## src/rtl/cordic_pkg.sv

```systemverilog
// Shared constants (Q16 radians and CORDIC gain), FSM states, fold-correction codes
// and saturation helpers for the CORDIC controller.
package cordic_pkg;

  localparam int PI_Q16      = 205887;
  localparam int HALF_PI_Q16 = 102944;
  localparam int K_Q16       = 39797;

  typedef enum logic [2:0] {
    ST_IDLE      = 3'd0,
    ST_START     = 3'd1,
    ST_WAIT_ACK  = 3'd2,
    ST_WAIT_DONE = 3'd3,
    ST_OUT       = 3'd4
  } state_e;

  typedef enum logic [1:0] {
    CORR_NONE   = 2'd0,
    CORR_ADD_PI = 2'd1,
    CORR_SUB_PI = 2'd2
  } corr_e;

  // Clamp v to the range of a w-bit two's-complement number.
  function automatic logic signed [63:0] sat_to(input logic signed [63:0] v, input int w);
    logic signed [63:0] hi;
    logic signed [63:0] lo;
    hi = (64'sd1 <<< (w - 1)) - 64'sd1;
    lo = -hi - 64'sd1;
    if (v > hi) return hi;
    if (v < lo) return lo;
    return v;
  endfunction

  function automatic logic signed [63:0] neg_sat(input logic signed [63:0] v, input int w);
    return sat_to(-v, w);
  endfunction

endpackage

```

## src/rtl/cordic_quad_fold.sv

```systemverilog
// Combinational quadrant fold: brings operands into the core's convergence range and
// reports the out_z correction that undoes a vectoring fold.
module cordic_quad_fold
  import cordic_pkg::*;
#(
  parameter int DW = 20
) (
  input  logic                 mode_i,
  input  logic signed [DW-1:0] x_i,
  input  logic signed [DW-1:0] y_i,
  input  logic signed [DW-1:0] z_i,
  output logic signed [DW-1:0] x_o,
  output logic signed [DW-1:0] y_o,
  output logic signed [DW-1:0] z_o,
  output corr_e                corr_o
);

  localparam logic signed [DW:0] PI_W      = (DW+1)'(PI_Q16);
  localparam logic signed [DW:0] HALF_PI_W = (DW+1)'(HALF_PI_Q16);

  logic signed [DW:0]   x_e;
  logic signed [DW:0]   y_e;
  logic signed [DW:0]   z_e;
  logic signed [DW:0]   z_sub;
  logic signed [DW:0]   z_add;
  logic signed [DW-1:0] x_neg;
  logic signed [DW-1:0] y_neg;

  assign x_e   = (DW+1)'(x_i);
  assign y_e   = (DW+1)'(y_i);
  assign z_e   = (DW+1)'(z_i);
  assign z_sub = z_e - PI_W;
  assign z_add = z_e + PI_W;
  // -(most negative) clamps to the most positive value
  assign x_neg = DW'(neg_sat(64'(x_e), DW));
  assign y_neg = DW'(neg_sat(64'(y_e), DW));

  always_comb begin
    x_o    = x_i;
    y_o    = y_i;
    z_o    = z_i;
    corr_o = CORR_NONE;
    if (!mode_i) begin
      if (z_e > HALF_PI_W) begin
        x_o = x_neg;
        y_o = y_neg;
        z_o = DW'(sat_to(64'(z_sub), DW));
      end else if (z_e < -HALF_PI_W) begin
        x_o = x_neg;
        y_o = y_neg;
        z_o = DW'(sat_to(64'(z_add), DW));
      end
    end else if (x_i[DW-1]) begin
      x_o    = x_neg;
      y_o    = y_neg;
      corr_o = y_i[DW-1] ? CORR_SUB_PI : CORR_ADD_PI;
    end
  end

endmodule

```

## src/rtl/cordic_ctrl.sv

```systemverilog
// CORDIC core controller: fold, one-shot start, wait for done, out_z correction, optional gain comp (CORDIC_GAIN_COMP_EN).
// Accept-to-out_valid = core busy time + 3 cycles; one request in flight, out_* held until out_ready.
module cordic_ctrl
  import cordic_pkg::*;
#(
  parameter int DW = 20
) (
  input  logic                 clk,
  input  logic                 reset,
  input  logic                 in_valid,
  output logic                 in_ready,
  input  logic                 in_mode,
  input  logic signed [DW-1:0] in_x,
  input  logic signed [DW-1:0] in_y,
  input  logic signed [DW-1:0] in_z,
  output logic                 core_start,
  output logic                 core_mode,
  output logic signed [DW-1:0] core_x0,
  output logic signed [DW-1:0] core_y0,
  output logic signed [DW-1:0] core_z0,
  input  logic                 core_busy,
  input  logic signed [DW:0]   core_x,
  input  logic signed [DW:0]   core_y,
  input  logic signed [DW:0]   core_z,
  output logic                 out_valid,
  input  logic                 out_ready,
  output logic signed [DW:0]   out_x,
  output logic signed [DW:0]   out_y,
  output logic signed [DW:0]   out_z
);

  localparam logic signed [DW+1:0] PI_W2 = (DW+2)'(PI_Q16);

  state_e               state_q, state_d;
  logic                 in_ready_q, mode_q;
  logic signed [DW-1:0] x0_q, y0_q, z0_q;
  logic signed [DW-1:0] fold_x, fold_y, fold_z;
  corr_e                corr_q, fold_corr;
  logic signed [DW:0]   ox_q, oy_q, oz_q;
  logic signed [DW:0]   gx, gy, gz;
  logic signed [DW+1:0] z_ext, z_corr;
  logic                 accept, capture;

  cordic_quad_fold #(.DW(DW)) u_fold (
    .mode_i (in_mode),
    .x_i    (in_x),
    .y_i    (in_y),
    .z_i    (in_z),
    .x_o    (fold_x),
    .y_o    (fold_y),
    .z_o    (fold_z),
    .corr_o (fold_corr)
  );

  assign accept  = in_valid && in_ready_q;
  // core_busy is high out of reset, so it is only trusted once WAIT_DONE is reached
  assign capture = (state_q == ST_WAIT_DONE) && !core_busy;

  always_comb begin
    state_d = state_q;
    case (state_q)
      ST_IDLE:      if (accept) state_d = ST_START;
      ST_START:     state_d = ST_WAIT_ACK;
      ST_WAIT_ACK:  state_d = ST_WAIT_DONE;
      ST_WAIT_DONE: if (!core_busy) state_d = ST_OUT;
      ST_OUT:       if (out_ready) state_d = ST_IDLE;
      default:      state_d = ST_IDLE;
    endcase
  end

`ifdef CORDIC_GAIN_COMP_EN
  localparam logic signed [DW+17:0] K_W   = (DW+18)'(K_Q16);
  localparam logic signed [DW+17:0] RND_W = (DW+18)'(32768);
  logic signed [DW+17:0] px, py, sx, sy;

  assign px = (DW+18)'(core_x) * K_W;
  assign py = (DW+18)'(core_y) * K_W;
  assign sx = (px + RND_W) >>> 16;
  assign sy = (py + RND_W) >>> 16;
  assign gx = (DW+1)'(sat_to(64'(sx), DW+1));
  assign gy = (DW+1)'(sat_to(64'(sy), DW+1));
`else
  assign gx = core_x;
  assign gy = core_y;
`endif

  assign z_ext = (DW+2)'(core_z);
  always_comb begin
    case (corr_q)
      CORR_ADD_PI: z_corr = z_ext + PI_W2;
      CORR_SUB_PI: z_corr = z_ext - PI_W2;
      default:     z_corr = z_ext;
    endcase
  end
  assign gz = (DW+1)'(sat_to(64'(z_corr), DW+1));

  always_ff @(posedge clk or negedge reset) begin
    if (!reset) begin
      state_q    <= ST_IDLE;
      in_ready_q <= 1'b0;
      mode_q     <= 1'b0;
      x0_q       <= '0;
      y0_q       <= '0;
      z0_q       <= '0;
      corr_q     <= CORR_NONE;
      ox_q       <= '0;
      oy_q       <= '0;
      oz_q       <= '0;
    end else begin
      state_q    <= state_d;
      in_ready_q <= (state_d == ST_IDLE);
      if (accept) begin
        mode_q <= in_mode;
        x0_q   <= fold_x;
        y0_q   <= fold_y;
        z0_q   <= fold_z;
        corr_q <= fold_corr;
      end
      if (capture) begin
        ox_q <= gx;
        oy_q <= gy;
        oz_q <= gz;
      end
    end
  end

  assign in_ready   = in_ready_q;
  assign core_start = (state_q == ST_START);
  assign core_mode  = mode_q;
  assign core_x0    = x0_q;
  assign core_y0    = y0_q;
  assign core_z0    = z0_q;
  assign out_valid  = (state_q == ST_OUT);
  assign out_x      = ox_q;
  assign out_y      = oy_q;
  assign out_z      = oz_q;

endmodule

```

## config.mk

```make
export PLATFORM = sky130hd
export DESIGN_NAME = cordic_ctrl
export DESIGN_NICKNAME = d
export VERILOG_FILES = /design/src/rtl/cordic_pkg.sv /design/src/rtl/cordic_quad_fold.sv /design/src/rtl/cordic_ctrl.sv
export SDC_FILE = /design/constraint.sdc
export NUM_CORES = 1
export LEC_CHECK = 0
export BUFFER_PORTS_ARGS = -buffer_cell sky130_fd_sc_hd__buf_4
export CORE_ASPECT_RATIO = 0.8
export CORE_MARGIN = 5
export CORE_UTILIZATION = 35
export CTS_BUF_LIST = sky130_fd_sc_hd__clkbuf_4
export CTS_CLUSTER_DIAMETER = 30
export DETAILED_ROUTE_END_ITERATION = 10
export PLACE_DENSITY_LB_ADDON = 0.15
export REMOVE_ABC_BUFFERS = 1
export SETUP_SLACK_MARGIN = 0.1
export SYNTH_ARGS = -nofsm -noshare
export SYNTH_HDL_FRONTEND = slang
export SYNTH_HIERARCHICAL = 1
export SYNTH_SLANG_ARGS = --single-unit
```

## constraint.sdc

```tcl
create_clock -name clk -period 11.7 [get_ports clk]
set_input_delay 1.17 -clock clk [delete_from_list [all_inputs] [get_ports clk]]
set_output_delay 1.17 -clock clk [all_outputs]
set_load 0.01 [all_outputs]
```

==> impl_metrics.json <==
{
  "status": "finished clean",
  "worst_slack_ns": 6.43,
  "slowest_delay_ns": 0.67,
  "setup_violations": 0,
  "grt_usage_pct": 20.6,
  "dieArea_um2": 33800,
  "drive_above_1_share_pct": 25.9,
  "timing_hold_violations_final": 0,
  "htreeDepth": 4,
  "relSlewSlack_pct": 35.6,
  "min_period_over_period_pct": 45.0,
  "cp_slowest_cell": "or4b_2",
  "clockBufferDepth": 2,
  "ios": 256,
  "hold_buffers": 0,
  "firstDrtPassIters": 6,
  "grt_pass1_wl_um": 56300,
  "cts.sinks": 130,
  "synth_area_leader_cell": "dfrtp_1",
  "fill_cells": 3049,
  "r2r_start": "corr_q[0]",
  "worstPathArrival_ns": 5.77,
  "yosys_register_bits": 130,
  "vdd_drop_max_uv": 101,
  "synth_edf_count": 0,
  "start_kind": "input port",
  "postCtsResizedCells": 0,
  "fmax_mhz": 190,
  "wl_per_cell_um": 18.6,
  "hold_path.class": "flip-flop to flip-flop",
  "multi_input_area_um2": 6780,
  "syn_to_final_growth_pct": 23.1,
  "cts.clk_slew.worst_paths_ns": 0.14,
  "cts-buffers-inserted": 17,
  "post-dp-hpwl_um": 26000,
  "synthCells": 1319,
  "regArea_um2": 3250,
  "skew_ns": 0.0249,
  "synth_flop_cell": "dfrtp_1",
  "synth.area.top_cells": "dfrtp_1 31%, nand2_1 7.4%, mux2_2 7.0%",
  "critical_path_class": "input port to flip-flop",
  "grt_pass1_vias": 10100,
  "async_reset_ff_share_pct": 100,
  "finalMaxSlewViolations": 0,
  "ant_nets": 0,
  "power.density_nw_per_um2": 185,
  "num_vias": 10800,
  "worstPathMaxFanout": 26,
  "r2r_cells": 14,
  "max_cap_violations": 0,
  "yosysSeqAreaShare_pct": 30.8,
  "place_congestion": 0.880,
  "drt-initial-drc-count": 940,
  "r2r-end": "out_z[3]",
  "yosys_warnings": 6,
  "path_cells": "buf_4, nor4_1, nand4_1, nor3_1, nand2_1, or3_1, ha_1, or4b_2, nor4_1, a41oi_1, or2_1, o211a_1, nor4_1, mux2_2",
  "setup-tns-final_ns": 0,
  "grt-ovfl-total": 0,
  "core_area_um2": 29600,
  "rows": 56,
  "routed_via_density": 5.59,
  "insertion_delay_ns": 0.57,
  "cts_setup_buffers": 0,
  "tightest_slew_ns": 0.964,
  "crit_path_end": "core_y0[9]",
  "die_width_um": 204,
  "die_h_um": 165,
  "nets": 1688,
  "r2r_slack_ns": 6.50,
  "port_buffers": 255,
  "netlist_area_um2": 10600,
  "cp_common_cell": "nor4_1",
  "crit_path_start": "in_y[3]",
  "dpl_worst_slack_ns": 5.96,
  "synth_cell_types": 92,
  "worst_setup_path_end_kind": "flip-flop",
  "grt_start_max_net_pins": 72,
  "cts_tree": "yes",
  "leakagePower_nw": 5.66,
  "rsz0062_at_grt": "no",
  "finalWirelength_um": 36000,
  "drc": 0,
  "synth_area_per_cell_um2": 8.01,
  "crit_required_ns": 12.20,
  "synth_top_area_share_pct": 30.8,
  "start_util_pct": 35.7,
  "antenna_found_initial": 4,
  "period_needed_ns": 5.27,
  "root_buffer": "clkbuf_4"
}
==> per-stage QoR <==
step           hold slack (ns)  utilization [%]  std cells  power, mW  cell area, um^2
2_1_floorplan            0.480                -       1229       1.48            10200
3_3_place_gp             0.459             43.0       1903       2.09            12700
3_5_place_dp             0.463             43.0       1903       2.10            12700
4_1_cts                  0.496             44.0       1935       2.44            13000
5_1_grt                  0.518             44.0       1939       2.59            13000
6_report                 0.492             44.0       1939       2.40            13000
==> final cells by class <==
class                           instances  area share (%)
Inverter                               46            1.33
Multi-Input combinational cell       1053            52.1
Clock buffer                           17           0.981
Sequential cell                       130            25.0
Clock inverter                         15            1.11
Antenna cell                            4          0.0769
Tap cell                              406            3.90
Timing Repair Buffer                  268            15.5
==> cells by family (layout without fill, tap and decap cells) <==
kind of cell	after synthesis	count (layout)	share of synthesized area (%)
adders and majority gates	43	43	5.16
buffers and inverters	136	346	5.35
and+or+nand+nor	573	573	27.4
DFF	130	130	30.8
xor gates and xnor gates	32	32	2.65
muxes	70	70	7.41
other	0	4	0
AOI/OAI and AO/OA	335	335	21.2
==> cells in the final DEF, fill, tap and decap left out, drive strengths merged, types with 36 or more instances in the layout <==
| master | instances |
|---|---|
| buf | 268 |
| nand2 | 207 |
| dfrtp | 130 |
| nor2 | 108 |
| a21oi | 81 |
| o21ai | 69 |
| mux2 | 66 |
| inv | 56 |
| nand3 | 51 |
| ha | 42 |
| nor3 | 36 |
==> cells in the mapped netlist (8+ instances only) <==
master,n
nand2_1,207
dfrtp_1,130
nor2_1,108
a21oi_1,81
clkbuf_1,67
mux2_2,66
o21ai_0,55
nand3_1,51
inv_1,46
ha_1,42
nor3_1,35
a211oi_1,25
nand4_1,23
xnor2_1,21
or3_1,20
nor4_1,18
o31ai_1,18
a31oi_1,17
buf_2,17
o22ai_1,15
o21ai_1,14
a21o_1,13
a22o_1,13
and3_1,11
o211ai_1,11
xor2_1,11
and2_1,10
nand2b_1,9
nor3b_1,9
nand4b_1,8
nor4bb_1,8
o31a_1,8
or4_1,8
==> sequential cells by signal (all words and copies together), names as in the netlist <==
register	flops
out_z	21
corr_q	2
core_mode	1
in_ready	1
core_z0	20
out_x	21
core_y0	20
state_q	3
core_x0	20
out_y	21
==> report_power, final <==
| part | total, mW | switching [mW] | internal, mW |
|---|---|---|---|
| Clock | 0.320 | 0.224 | 0.0957 |
| Combinational | 1.28 | 0.673 | 0.611 |
| Sequential | 0.797 | 0.132 | 0.665 |
==> routing by layer <==
metal | share of wire (%) | vias to the layer above | global-route usage [%] | routed length [um]
li1 | - | 5243 | - | -
met1 | 47 | 5120 | 29.9 | 16900
met2 | 42 | 446 | 29.6 | 15200
met3 | 9.6 | 37 | 6.97 | 3460
met4 | 1.3 | 0 | 4.78 | 468
met5 | 0 | - | 0 | 0
==> worst min-delay path by stage <==
stage               startpoint         to  slack [ns]  cells after the start
finish                out_x[8]   out_x[8]        0.49                      2
global route          out_x[7]   out_x[7]        0.52                      2
CTS                   out_x[8]   out_x[8]        0.50                      2
detailed placement    out_x[8]   out_x[8]        0.46                      2
global placement      out_x[4]   out_x[4]        0.46                      2
floorplan            corr_q[0]  corr_q[0]        0.48                      1
==> worst max-delay path, delay by kind of cell <==
family | cells | cell delay, ns
buffers and inverters | 1 | 0.13
and+or+nand+nor | 9 | 3.47
AOI/OAI and AO/OA | 2 | 0.52
muxes | 1 | 0.19
adders and majority gates | 1 | 0.29
Power figures use the tool's default switching activity.
